--- src/rtl/lsu_dm_master_pkg.sv ---
// Shared opcode, memory-select and state encodings for the LSU to dm_1k initiator,
// plus small opcode-classification helpers.
package lsu_dm_master_pkg;

  localparam logic [2:0] LSU_LW  = 3'd0;
  localparam logic [2:0] LSU_LB  = 3'd1;
  localparam logic [2:0] LSU_LBU = 3'd2;
  localparam logic [2:0] LSU_SW  = 3'd3;
  localparam logic [2:0] LSU_SB  = 3'd4;

  localparam logic DM_WORD = 1'b0;
  localparam logic DM_BYTE = 1'b1;

  typedef logic [1:0] state_t;

  localparam state_t ST_IDLE   = 2'd0;
  localparam state_t ST_ACCESS = 2'd1;
  localparam state_t ST_SPLIT  = 2'd2;

  function automatic logic is_legal(input logic [2:0] op);
    return op <= LSU_SB;
  endfunction

  function automatic logic is_word(input logic [2:0] op);
    return (op == LSU_LW) || (op == LSU_SW);
  endfunction

  function automatic logic is_load(input logic [2:0] op);
    return (op == LSU_LW) || (op == LSU_LB) || (op == LSU_LBU);
  endfunction

  // dm_1k already sign-extends byte reads, so only LBU needs rework.
  function automatic logic [31:0] load_extend(input logic [2:0] op, input logic [31:0] dout);
    return (op == LSU_LBU) ? {24'b0, dout[7:0]} : dout;
  endfunction

endpackage

--- src/rtl/lsu_dm_master.sv ---
// Load/store initiator driving dm_1k: one request per handshake, unaligned words split
// into four little-endian byte beats, single-cycle response pulse with data or error.
module lsu_dm_master
  import lsu_dm_master_pkg::*;
#(
  parameter int ADDR_W   = 10,
  parameter bit SPLIT_EN = 1'b1
) (
  input  logic              clk,
  input  logic              rst,
  input  logic              req_valid,
  output logic              req_ready,
  input  logic [2:0]        req_op,
  input  logic [ADDR_W-1:0] req_addr,
  input  logic [31:0]       req_wdata,
  output logic              resp_valid,
  output logic [31:0]       resp_rdata,
  output logic              resp_err,
  output logic [ADDR_W-1:0] dm_addr,
  output logic [31:0]       dm_din,
  input  logic [31:0]       dm_dout,
  output logic              dm_we,
  output logic              dm_sel
);

  state_t            state;
  logic [2:0]        op_q;
  logic [ADDR_W-1:0] addr_q;
  logic [31:0]       wdata_q;
  logic [23:0]       asm_q;
  logic [1:0]        beat;

  logic accept;
  logic req_unaligned;
  logic req_bad;
  logic cur_load;
  logic cur_word;

  assign req_ready     = (state == ST_IDLE) && !rst;
  assign accept        = req_valid && req_ready;
  assign req_unaligned = (req_addr[1:0] != 2'b00);
  assign req_bad       = !is_legal(req_op) || (is_word(req_op) && req_unaligned && !SPLIT_EN);
  assign cur_load      = is_load(op_q);
  assign cur_word      = is_word(op_q);

  // Memory-side drive is gated by rst so an aborted split cannot commit another beat.
  always_comb begin
    dm_addr = '0;
    dm_din  = '0;
    dm_we   = 1'b0;
    dm_sel  = DM_WORD;
    if (!rst) begin
      case (state)
        ST_ACCESS: begin
          dm_addr = addr_q;
          dm_sel  = cur_word ? DM_WORD : DM_BYTE;
          dm_we   = !cur_load;
          dm_din  = wdata_q;
        end
        ST_SPLIT: begin
          dm_addr = addr_q + ADDR_W'(beat);
          dm_sel  = DM_BYTE;
          dm_we   = !cur_load;
          dm_din  = {24'b0, wdata_q[{beat, 3'b000} +: 8]};
        end
        default: ;
      endcase
    end
  end

  always_ff @(posedge clk) begin
    if (rst) begin
      state      <= ST_IDLE;
      op_q       <= 3'd0;
      addr_q     <= '0;
      wdata_q    <= 32'd0;
      asm_q      <= 24'd0;
      beat       <= 2'd0;
      resp_valid <= 1'b0;
      resp_err   <= 1'b0;
      resp_rdata <= 32'd0;
    end else begin
      resp_valid <= 1'b0;
      resp_err   <= 1'b0;
      case (state)
        ST_IDLE: begin
          if (accept) begin
            op_q    <= req_op;
            addr_q  <= req_addr;
            wdata_q <= req_wdata;
            beat    <= 2'd0;
            if (req_bad) begin
              resp_valid <= 1'b1;
              resp_err   <= 1'b1;
              resp_rdata <= 32'd0;
            end else if (is_word(req_op) && req_unaligned) begin
              state <= ST_SPLIT;
            end else begin
              state <= ST_ACCESS;
            end
          end
        end
        ST_ACCESS: begin
          state      <= ST_IDLE;
          resp_valid <= 1'b1;
          resp_rdata <= cur_load ? load_extend(op_q, dm_dout) : 32'd0;
        end
        ST_SPLIT: begin
          // Lower bytes assemble privately so resp_rdata holds the previous response meanwhile.
          if (cur_load) begin
            case (beat)
              2'd0:    asm_q[7:0]   <= dm_dout[7:0];
              2'd1:    asm_q[15:8]  <= dm_dout[7:0];
              2'd2:    asm_q[23:16] <= dm_dout[7:0];
              default: ;
            endcase
          end
          beat <= beat + 2'd1;
          if (beat == 2'd3) begin
            state      <= ST_IDLE;
            resp_valid <= 1'b1;
            resp_rdata <= cur_load ? {dm_dout[7:0], asm_q} : 32'd0;
          end
        end
        default: state <= ST_IDLE;
      endcase
    end
  end

endmodule

--- config.mk ---
export PLATFORM = sky130hd
export DESIGN_NAME = lsu_dm_master
export DESIGN_NICKNAME = d
export VERILOG_FILES = /design/src/rtl/lsu_dm_master_pkg.sv /design/src/rtl/lsu_dm_master.sv
export SDC_FILE = /design/constraint.sdc
export NUM_CORES = 1
export LEC_CHECK = 0
export CAP_MARGIN = 20
export CORE_ASPECT_RATIO = 1.75
export CORE_MARGIN = 2
export CORE_UTILIZATION = 51
export DETAILED_ROUTE_END_ITERATION = 12
export PLACE_DENSITY = 0.86
export SLEW_MARGIN = 15
export SYNTH_ARGS = -nofsm -noshare
export SYNTH_HDL_FRONTEND = slang
export SYNTH_SLANG_ARGS = --single-unit
--- constraint.sdc ---
create_clock -name clk -period 2.9 [get_ports clk]
set_input_delay 0.725 -clock clk [delete_from_list [all_inputs] [get_ports clk]]
set_output_delay 0.725 -clock clk [all_outputs]
set_load 0.01 [all_outputs]
## After elaboration in Yosys (flattened, before gate mapping)

Cells that the tools add are included.

| cells by class | value |
|---|---|
| $add $sub $neg | 2 |
| $lt $le $gt $ge | 1 |
| eq/ne operators | 13 |
| shift-type cells | 1 |
| mux-type cells | 27 |
| bitwise gates (word level) | 1 |
| reductions and logical operators | 25 |

Operator list:

| kind | count |
|---|---|
| 32-bit two-way mux | 7 |
| 32-bit one-hot mux with 3 select lines | 1 |
| 32-bit one-hot mux with 2 select lines | 1 |
| 32-bit by 6-bit indexed part select with 8-bit output | 1 |
| 10-bit one-hot mux with 2 select lines | 1 |
| 3-bit AND reduction | 4 |
| 10-bit by 2-bit adder with 10-bit output | 1 |
| 10-bit two-way mux | 1 |
| 2-bit two-way mux | 5 |
| 3-bit by 2-bit equality test with 1-bit output (second input constant) | 3 |
| 2-bit one-hot mux with 2 select lines | 2 |
| 1-bit two-way mux | 7 |
| 2-bit equality test (second input constant) | 3 |
| 3-bit logical NOT | 2 |
| 2-bit != test (second input constant) | 3 |
| 2-bit by 1-bit equality test with 1-bit output (second input constant) | 2 |
| 2-bit logical NOT | 2 |
| 1-bit logical OR | 4 |
| 2-bit AND reduction | 2 |
| 4-bit AND reduction | 1 |
| 2-bit nonzero test | 2 |
| 2-bit OR reduction | 2 |
| 3-bit by 1-bit equality test with 1-bit output (second input constant) | 1 |
| 3-bit less-or-equal comparator (second input constant) | 1 |
| 8 further kinds | 11 |

| storage, ports and cells | value |
|---|---|
| bits in registers | 107 |
| word-level logic and storage cells | 81 |

## Depth between registers and ports, before layout

Gate-level depths: netlist of the first run.

| depth | value |
|---|---|
| word-level depth | 7 |
| depth in mapped cells | 9 |

## Worst setup path before layout of the first run

Ideal clock, no wire load.

| timing | value |
|---|---|
| kind | input-to-output |
| start point | in rst |
| end point | out dm_addr[5] |
| arrival time | 1.669 ns |
| data required time | 2.175 ns |
| path slack | 0.506 ns |
| stages | 6 |
| path buffers | 2 |
| cells stage by stage | buf_2 -> nand2b_4 -> nor2_1 -> buf_2 -> nand3_1 -> o21ai_0 |

| between the ends | value |
|---|---|
| longest elaborated chain between the ends | 1 |

RTL lines:

| item | RTL line | RTL |
|---|---|---|
| start: declaration | lsu_dm_master.sv:10 | `input logic rst,` |
| 10-bit two-way mux | lsu_dm_master.sv:52 | `if (!rst) begin` |
| end: declaration | lsu_dm_master.sv:19 | `output logic [ADDR_W-1:0] dm_addr,` |

Every way passes these cells.

## Worst setup path in the final report of the first run

| timing | value |
|---|---|
| start point | reg state[1] |
| end point | out dm_addr[0] |

| between the ends | value |
|---|---|
| longest elaborated chain between the ends | 3 |
| elaborated cells on any way between the ends | 4 |

RTL lines:

| item | RTL line | RTL |
|---|---|---|
| start: declaration | lsu_dm_master.sv:26 | `state_t state;` |
| start signal: assignment | lsu_dm_master.sv:73 | `state <= ST_IDLE;` |
| start signal: assignment | lsu_dm_master.sv:97 | `state <= ST_SPLIT;` |
| start signal: assignment | lsu_dm_master.sv:99 | `state <= ST_ACCESS;` |
| 2-bit equality test or 2-bit by 1-bit equality test with 1-bit output (tied branches) | lsu_dm_master.sv:53 | `case (state)` |
| 10-bit one-hot mux with 2 select lines (*) | lsu_dm_master.sv:53 |  |
| 10-bit two-way mux (*) | lsu_dm_master.sv:52 |  |

Mark *: on every way between the ends. The rest lies on a longest branch, timed or not.

==> out/qor.txt, run 1 <==
worst slew pin tran -> 0.881 ns
pwr dens -> 554 nW/um^2
GP Congestion -> 0.858
max-cap violation count -> 0
Core ar. -> 10200 sq um
CTS Buffer Depth -> 2
vias in the first global route -> 4860
critical path peak fanout -> 16
routed len/inst -> 17.2 microns
Net count, final -> 822
Primary FF master, synth -> dfxtp_1
fill cell count -> 745
reg2reg setup slack -> 0.86 ns
CP Launch Point -> state[1]
Starting Density -> 51.9%
final setup fails -> 0
DRC viols -> 0
crit path launch type -> flip-flop
Die Span Y -> 139 microns
DP HPWL -> 10.5 mm
share of cells above drive strength 1 -> 9.10%
first-pass GRT wire length -> 23.7 mm
pin count of the biggest net entering global routing -> 108
num ports -> 159
Rows -> 49
reg2reg path depth -> 9
Critical Path AT -> 2.10 ns
Port Buf Inserts -> 158
RSZ-0062 raised after global routing -> false
clock period minus final worst setup slack -> 2.82 ns
reg2reg end -> resp_rdata[22]
Distinct cells, synth -> 41
kind of critical path -> flip-flop to primary output
clock latency on the worst-skew pair -> 0.35 ns
syn_nets -> 677
Reg area -> 2150 sq um
antenna viol nets, final -> 0
Synth Register Bits -> 107
EDFF count, synth -> 0
Synth async-reset ratio -> 0%
synth warn -> 0
Die Span X -> 81.2 microns
final core utilization -> 71.6%
die area -> 11300 sq um
Num CTS Buffers -> 9
worst vdd rail ir drop -> 336 uV
syn_area_per_cell -> 9.07 sq um
Overflow after GRT -> 0
area of the multi-input gates -> 2960 sq um
clock sinks -> 107
drt pass-1 iters -> 4
period utilisation layout -> 97.4%
DRT iter0 DRCs -> 225
Max Freq -> 354 MHz
most frequent cells in the layout -> clkdlybuf4s50_1 (116), dfxtp_1 (104), nand2b_1 (78)
Final Hold Viols -> 0
most common cell after layout, fill and taps aside -> clkdlybuf4s50_1
Syn Std Cell Area -> 5310 sq um
status -> completed
CP endpoint -> dm_addr[0]
clock-pin slew on the worst setup and hold paths -> 0.07 ns
Crit. End Element -> primary output
HP Class -> flip-flop to flip-flop
synthesis-to-layout area growth -> 37.9%
clk_skew -> 0.0104 ns
via count -> 4813
Yosys top cell area share -> 40.3%
drt via density -> 5.58
Final Max Slew Viols -> 0
sequential area share after synthesis -> 40.3%
setup tns final -> 0 ns
Diodes inserted -> 0
synth top area cells -> dfxtp_1 (40%), mux2i_1 (11%), nand2b_1 (9.2%), o21ai_0 (5.2%), nand2_1 (4.5%)
clock root buffer -> clkbuf_16
Slew HR -> 41.3%
LEAKAGE -> 3.11 nW
synthesized instance count -> 586
initial antenna violation count -> 0
Synth area leader -> dfxtp_1
CP Data Required Time -> 2.17 ns
r2r startpoint -> state[1]
htree depth -> 3
routed wire length -> 14.9 mm
overall routing resource usage -> 26.8%
TritonCTS clock tree -> built
==> power by group <==
part,leakage (nW),internal (mW),switching [mW]
clock,0.154,0.765,0.569
sequential,0.872,1.60,0.136
combinational,2.09,0.487,0.504
==> cell families (layout without fill, tap and decap cells) <==
logic type | count (synthesis) | count (layout) | share of synthesized area (%)
AND/OR/NAND/NOR | 231 | 231 | 23.4
AO/OA/AOI/OAI | 120 | 120 | 14.2
flip-flops | 107 | 107 | 40.3
multiplexers | 64 | 64 | 13.9
buffers and inverters | 50 | 200 | 4.90
adder cells (fa/ha/maj) | 11 | 11 | 2.73
XOR/XNOR | 3 | 3 | 0.495
==> registers in the layout, summed over array words and instances, names as in the netlist <==
signal and cells:
state 2, addr_q 10, asm_q 24, beat 2, resp_err 1, wdata_q 32
resp_rdata 32, op_q 3, resp_valid 1
==> layout make-up <==
type                            count  area share, %
Timing Repair Buffer              177           23.4
Multi-Input combinational cell    429           40.3
Inverter                            7          0.359
Clock inverter                      7           1.37
Sequential cell                   107           29.3
Tap cell                          127           2.17
Clock buffer                        9           3.07
==> worst min path at each step <==
stage                              start  cells past startpoint  slack [ns]              to
after floorplan              wdata_q[16]                      2        0.45     wdata_q[16]
after global placement    resp_rdata[10]                      2        0.46  resp_rdata[10]
after detailed placement   resp_rdata[4]                      2        0.47   resp_rdata[4]
after CTS                  resp_rdata[4]                      2        0.48   resp_rdata[4]
after global routing       resp_rdata[6]                      2        0.50   resp_rdata[6]
final                      resp_rdata[5]                      2        0.48   resp_rdata[5]
==> repair_timing <==
item                                    CTS  global route
pin swaps                                 2             1
hold buffers                              0             0
setup buffers                             1             0
cloned                                    0             0
endpoints found under the setup margin   42             5
resized for setup                        62             5
==> worst max-delay path: stages, from the launching register on <==
cell and delay [ns]:
dfxtp_4 0.37, inv_1 0.12, ha_1 0.23, buf_6 0.20
a22oi_1 0.13, nor2_2 0.15, clkdlybuf4s50_1 0.55
==> layer usage <==
layer | global-route usage [%] | vias up | part of all wire (%)
li1 | - | 2308 | -
met1 | 28.9 | 2261 | 37
met2 | 48.1 | 203 | 54
met3 | 5.92 | 41 | 6.2
met4 | 12.4 | 0 | 3.4
met5 | 0 | - | 0
==> per-stage QoR <==
step                      power [mW]  instance area, sq um  hold WS (ns)  setup WS [ns]  cells
after floorplan                 2.35                  5310         0.454          0.506    586
after global placement          2.67                  6990         0.460          0.100    846
after detailed placement        2.71                  6990         0.472         0.0542    846
after CTS                       4.05                  7330         0.483         0.0240    863
after global routing            4.22                  7330         0.498        0.00393    863
final                           4.06                  7330         0.475         0.0768    863
==> synth_stat cells (13+ instances only) <==
| cell | count |
|---|---|
| a21oi_1 | 13 |
| dfxtp_1 | 107 |
| nand2_1 | 64 |
| a22o_1 | 16 |
| buf_2 | 13 |
| o21ai_0 | 55 |
| and2_1 | 25 |
| nand2b_1 | 78 |
| nor2_1 | 33 |
| mux2i_1 | 56 |
| a22oi_1 | 25 |
| clkbuf_1 | 21 |
No activity file was read; power rests on OpenSTA's default activity.
==> run 2, diff against run 1 <==
CORE_UTILIZATION = 33   (was 51)
PLACE_DENSITY = 0.7   (was 0.86)
==> out/qor.txt, run 2 (synthesis gave the netlist of run 1 again) <==
placed cell count -> 912 (was 846)
clock root buffer -> clkbuf_16 (unchanged)
Diodes inserted -> 0 (unchanged)
HP Class -> flip-flop to flip-flop (unchanged)
drt pass-1 iters -> 4 (unchanged)
Critical Path AT -> 2.12 ns (was 2.10 ns)
CP Data Required Time -> 2.17 ns (about the same)
num ports -> 159 (unchanged)
DRC viols -> 0 (unchanged)
max-cap violation count -> 0 (unchanged)
Overflow after GRT -> 0 (unchanged)
clock power share -> 30.3% (was 32.8%)
LEAKAGE -> 3.15 nW (was 3.11 nW)
clk_skew -> 0.00849 ns (was 0.0104 ns)
final std cells w/o fill -> 934 (was 863)
routed length on met3 -> 656 microns (was 920 microns)
crit path launch type -> flip-flop (unchanged)
Core ar. -> 15800 sq um (was 10200 sq um)
vias in the first global route -> 4578 (was 4860)
Hold Crit Start -> resp_rdata[17] (was resp_rdata[5])
period utilisation layout -> 98.1% (was 97.4%)
status -> completed (unchanged)
clock sinks -> 107 (unchanged)
DR WL met2 -> 8.90 mm (was 8.00 mm)
Net count, final -> 832 (was 822)
Final Hold Viols -> 0 (unchanged)
clock latency on the worst-skew pair -> 0.34 ns (was 0.35 ns)
DRT iter0 DRCs -> 187 (was 225)
most common cell after layout, fill and taps aside -> clkdlybuf4s50_1 (unchanged)
critical path peak fanout -> 3 (was 16)
routed len/inst -> 16.8 microns (was 17.2 microns)
Starting Density -> 33.6% (was 51.9%)
most frequent cells in the layout -> clkdlybuf4s50_1 (116), dfxtp_1 (106), nand2b_1 (78) (was clkdlybuf4s50_1 (116), dfxtp_1 (104), nand2b_1 (78))
WHS Path Cells -> 2 (unchanged)
Die Span Y -> 172 microns (was 139 microns)
kind of critical path -> flip-flop to primary output (unchanged)
first-pass GRT wire length -> 24.5 mm (was 23.7 mm)
max layer used -> met4 (unchanged)
synthesis-to-layout area growth -> 40.1% (was 37.9%)
htree depth -> 3 (unchanged)
final setup fails -> 0 (unchanged)
overall routing resource usage -> 18.3% (was 26.8%)
DP HPWL -> 11.2 mm (was 10.5 mm)
die area -> 17200 sq um (was 11300 sq um)
GP Congestion -> 0.865 (was 0.858)
internal power -> 2.77 mW (was 2.85 mW)
Metal-1 WL -> 5.99 mm (was 5.45 mm)
Flop pwr share -> 43.6% (was 42.8%)
clock-pin slew on the worst setup and hold paths -> 0.07 ns (about the same)
CTS Buffer Depth -> 2 (unchanged)
Slew HR -> 37.2% (was 41.3%)
via count -> 4632 (was 4813)
pwr dens -> 531 nW/um^2 (was 554 nW/um^2)
clock period minus final worst setup slack -> 2.85 ns (was 2.82 ns)
Num CTS Buffers -> 9 (unchanged)
biggest regs -> resp_rdata x32, wdata_q x32, asm_q x24 (unchanged)
CP Launch Point -> addr_q[0] (was state[1])
logic gate share of total power -> 26.1% (was 24.4%)
pin count of the biggest net entering global routing -> 107 (was 108)
drt via density -> 4.96 (was 5.58)
reg2reg end -> resp_rdata[12] (was resp_rdata[22])
Sw Ratio -> 30.0% (was 29.8%)
Final Max Slew Viols -> 0 (unchanged)
Rows -> 61 (was 49)
worst vdd rail ir drop -> 279 uV (was 336 uV)
TritonCTS clock tree -> built (unchanged)
WHS Endpoint -> resp_rdata[17] (was resp_rdata[5])
r2r startpoint -> state[1] (unchanged)
Crit. End Element -> primary output (unchanged)
reg2reg path depth -> 8 (was 9)
hold_buf cts -> 0 (unchanged)
initial antenna violation count -> 0 (unchanged)
share of cells above drive strength 1 -> 9.80% (was 9.10%)
reg2reg setup slack -> 0.84 ns (was 0.86 ns)
routed wire length -> 15.7 mm (was 14.9 mm)
worst slew pin tran -> 0.943 ns (was 0.881 ns)
Max Freq -> 351 MHz (was 354 MHz)
setup tns final -> 0 ns (unchanged)
Port Buf Inserts -> 158 (unchanged)
antenna viol nets, final -> 0 (unchanged)
Die Span X -> 99.9 microns (was 81.2 microns)
P_sw -> 1.18 mW (was 1.21 mW)
RSZ-0062 raised after global routing -> false (unchanged)
fill cell count -> 1502 (was 745)
-- run 2: changes by cell type in the layout (fill, tap and decap cells not counted), sizes merged --
cell / previous run / this run
clkbuf: 9 / 15
clkinv: 1 / 3
bufinv: 2 / 0
inv: 9 / 7
clkdlybuf4s15: 2 / 1
buf: 21 / 31
clkinvlp: 2 / 0
dlygate4sd2: 38 / 36
-- run 2: per-stage QoR --
| step | util (%) | setup WS (ns) | hold slack [ns] | total power [mW] | instance area (sq um) |
|---|---|---|---|---|---|
| 4_1_cts | 47.0 | 0.0138 | 0.478 | 3.99 | 7430 |
| 6_report | 47.1 | 0.0543 | 0.472 | 3.95 | 7440 |
| 3_3_place_gp | 44.9 | 0.0109 | 0.460 | 2.75 | 7100 |
| 2_1_floorplan | - | 0.506 | 0.454 | 2.35 | 5310 |
| 3_5_place_dp | 44.9 | 0.0172 | 0.465 | 2.75 | 7100 |
| 5_1_grt | 47.1 | 0.00135 | 0.492 | 4.15 | 7440 |
-- run 2: power by group through the flow --
stage	Clock (mW)	Sequential (mW)	Combinational, mW
5_1_grt	1.28	1.74	1.13
6_report	1.20	1.72	1.03
3_3_place_gp	0	1.76	0.988
3_5_place_dp	0	1.76	0.999
2_1_floorplan	0	1.72	0.635
4_1_cts	1.24	1.72	1.03
-- run 2: cell type report --
class                   instances  area (sq um)  area share [%]
clock buffers                  12           267            3.58
clock inverters                 3          22.5           0.303
inverters                       7          26.3           0.353
multi-input cells             429          2960            39.7
flip-flops and latches        107          2140            28.8
well taps                     189           236            3.18
repair buffers                187          1790            24.1
-- run 2: worst max-delay path by stage --
| stage | slack (ns) | endpoint | cells after the start |
|---|---|---|---|
| finish | 0.05 | dm_addr[4] | 7 |
| global route | 0.001 | dm_addr[0] | 7 |
| CTS | 0.01 | dm_addr[6] | 7 |
| detailed placement | 0.02 | dm_addr[4] | 6 |
| global placement | 0.01 | dm_addr[6] | 7 |
| floorplan | 0.51 | dm_addr[5] | 6 |
-- run 2: routing by layer --
metal	GRT usage [%]	up-vias
met2	35.3	132
met3	3.40	10
li1	-	2322
met1	20.1	2168
met5	0	-
met4	5.24	0
-- run 2: repair_timing --
item                       4_1_cts  5_1_grt
cloned                           1        0
setup endpoints to repair       42        4
buffers inserted                 4        2
pin swaps                        2        3
gates resized for setup         53       12
hold endpoints to repair         0        0
-- run 2: worst max-delay path, stage by stage (launching register included) --
cell	delay, ns
dfxtp_1	0.31
ha_2	0.21
fa_2	0.41
buf_4	0.15
nand3_1	0.08
nand2_1	0.08
a311oi_2	0.35
clkbuf_2	0.19
==> run 3, diff against run 2 <==
DONT_BUFFER_PORTS = 1   (was default)
PLACE_DENSITY = 0.58   (was 0.7)
==> out/qor.txt, run 3 (synthesis gave the netlist of run 1 again) <==
status -> completed (unchanged)
setup tns final -> 0 ns (unchanged)
DR WL met2 -> 7.67 mm (was 8.90 mm)
Power, Total -> 3.61 mW (was 3.95 mW)
clock latency on the worst-skew pair -> 0.34 ns (about the same)
Num CTS Buffers -> 9 (unchanged)
placed cell count -> 746 (was 912)
DRT iter0 DRCs -> 168 (was 187)
die area -> 17200 sq um (unchanged)
Net count, final -> 659 (was 832)
most common cell after layout, fill and taps aside -> dfxtp_1 (was clkdlybuf4s50_1)
Critical Path AT -> 2.06 ns (was 2.12 ns)
HP Class -> input port to flip-flop (was flip-flop to flip-flop)
clock period minus final worst setup slack -> 2.79 ns (was 2.85 ns)
routed length on met3 -> 906 microns (was 656 microns)
period utilisation layout -> 96.1% (was 98.1%)
htree depth -> 3 (unchanged)
initial antenna violation count -> 0 (unchanged)
Metal-1 WL -> 5.12 mm (was 5.99 mm)
pin count of the biggest net entering global routing -> 112 (was 107)
CP max-delay cell -> fa_2 (unchanged)
Max stage delay on crit path -> 0.39 ns (was 0.41 ns)
Max Freq -> 359 MHz (was 351 MHz)
kind of critical path -> flip-flop to primary output (unchanged)
via count -> 4051 (was 4632)
clk_skew -> 0.00994 ns (was 0.00849 ns)
Reg area -> 2140 sq um (about the same)
critical path peak fanout -> 5 (was 3)
Overflow after GRT -> 0 (unchanged)
max layer used -> met4 (unchanged)
Starting Density -> 33.6% (unchanged)
RSZ-0062 raised after global routing -> true (was false)
LEAKAGE -> 2.29 nW (was 3.15 nW)
CP Data Required Time -> 2.17 ns (about the same)
num ports -> 159 (unchanged)
clock-pin slew on the worst setup and hold paths -> 0.07 ns (about the same)
Port Buf Inserts -> 0 (was 158)
DP HPWL -> 10.4 mm (was 11.2 mm)
biggest regs -> resp_rdata x32, wdata_q x32, asm_q x24 (unchanged)
Die Span Y -> 172 microns (unchanged)
DRC viols -> 0 (unchanged)
Design Area, Final -> 5730 sq um (was 7440 sq um)
Diodes inserted -> 0 (unchanged)
antenna viol nets, final -> 0 (unchanged)
routed len/inst -> 18.6 microns (was 16.8 microns)
Final Hold Viols -> 0 (unchanged)
fill cell count -> 1623 (was 1502)
Core ar. -> 15800 sq um (unchanged)
WP buf/inv -> 0 (was 2)
overall routing resource usage -> 16.4% (was 18.3%)
Min Hold Slack -> 0.459 ns (was 0.472 ns)
worst slew pin tran -> 0.526 ns (was 0.943 ns)
first-pass GRT wire length -> 21.8 mm (was 24.5 mm)
Cell Chain, Critical Path -> ha_1 -> fa_2 -> and4_1 -> a21oi_1 -> o21ai_0 -> a21oi_2 (was ha_2 -> fa_2 -> buf_4 -> nand3_1 -> nand2_1 -> a311oi_2 -> clkbuf_2)
Crit. End Element -> primary output (unchanged)
Rows -> 61 (unchanged)
reg2reg setup slack -> 0.72 ns (was 0.84 ns)
Placement Cell Area -> 5440 sq um (was 7100 sq um)
area of the multi-input gates -> 2920 sq um (was 2960 sq um)
most frequent cells in the layout -> dfxtp_1 (107), nand2b_1 (78), nand2_1 (64) (was clkdlybuf4s50_1 (116), dfxtp_1 (106), nand2b_1 (78))
pwr dens -> 630 nW/um^2 (was 531 nW/um^2)
Die Span X -> 99.9 microns (unchanged)
share of cells above drive strength 1 -> 8.38% (was 9.80%)
final setup fails -> 0 (unchanged)
synthesis-to-layout area growth -> 7.84% (was 40.1%)
drt via density -> 5.32 (was 4.96)
GP Congestion -> 0.766 (was 0.865)
worst vdd rail ir drop -> 242 uV (was 279 uV)
drt pass-1 iters -> 4 (unchanged)
Final Max Slew Viols -> 0 (unchanged)
hold_buf cts -> 0 (unchanged)
family with the most delay on the worst path -> adder cells (unchanged)
TritonCTS clock tree -> built (unchanged)
clock root buffer -> clkbuf_16 (unchanged)
final std cells w/o fill -> 762 (was 934)
clock sinks -> 107 (unchanged)
max-cap violation count -> 0 (unchanged)
crit path launch type -> flip-flop (unchanged)
vias in the first global route -> 4139 (was 4578)
CTS Buffer Depth -> 2 (unchanged)
routed wire length -> 14.2 mm (was 15.7 mm)
Slew HR -> 64.6% (was 37.2%)
## run 3: final cells by class
| cell class | count | share of cell area (%) |
|---|---|---|
| multi-input combinational | 429 | 51.0 |
| sequential | 107 | 37.4 |
| clock buffer | 11 | 4.24 |
| tap | 189 | 4.13 |
| timing repair buffer | 14 | 2.12 |
| clock inverter | 5 | 0.655 |
| inverter | 7 | 0.459 |
## run 3: layer usage
metal	vias to the layer above	global-route usage, %
li1	1975	-
met1	1902	16.9
met2	151	31.1
met3	23	3.27
met4	0	7.80
met5	-	0
## run 3: stage by stage
stage | util [%] | setup WS [ns]
5_1_grt | 36.3 | -0.0223
4_1_cts | 36.2 | 0.0251
6_report | 36.3 | 0.113
3_5_place_dp | 34.4 | 0.359
3_3_place_gp | 34.4 | 0.419
2_1_floorplan | - | 0.506
## run 3: worst paths after layout
path	depth (start not counted)	to	startpoint
worst min-delay path	1	op_q[2]	rst
worst max-delay path	6	dm_addr[6]	addr_q[0]
worst min register to register	2	wdata_q[14]	wdata_q[14]
worst max register to register	8	resp_rdata[16]	state[0]
## run 3: power by group
group	switching, mW	leakage, nW	internal (mW)
Sequential	0.144	0.871	1.60
Clock	0.550	0.132	0.610
Combinational	0.409	1.29	0.299
Total	1.10	2.29	2.51
## run 3: what timing repair did
action | 4_1_cts | 5_1_grt
gates resized for setup | 1 | 5
pin swaps | 0 | 1
endpoints found under the setup margin | 1 | 19
setup buffers | 0 | 0
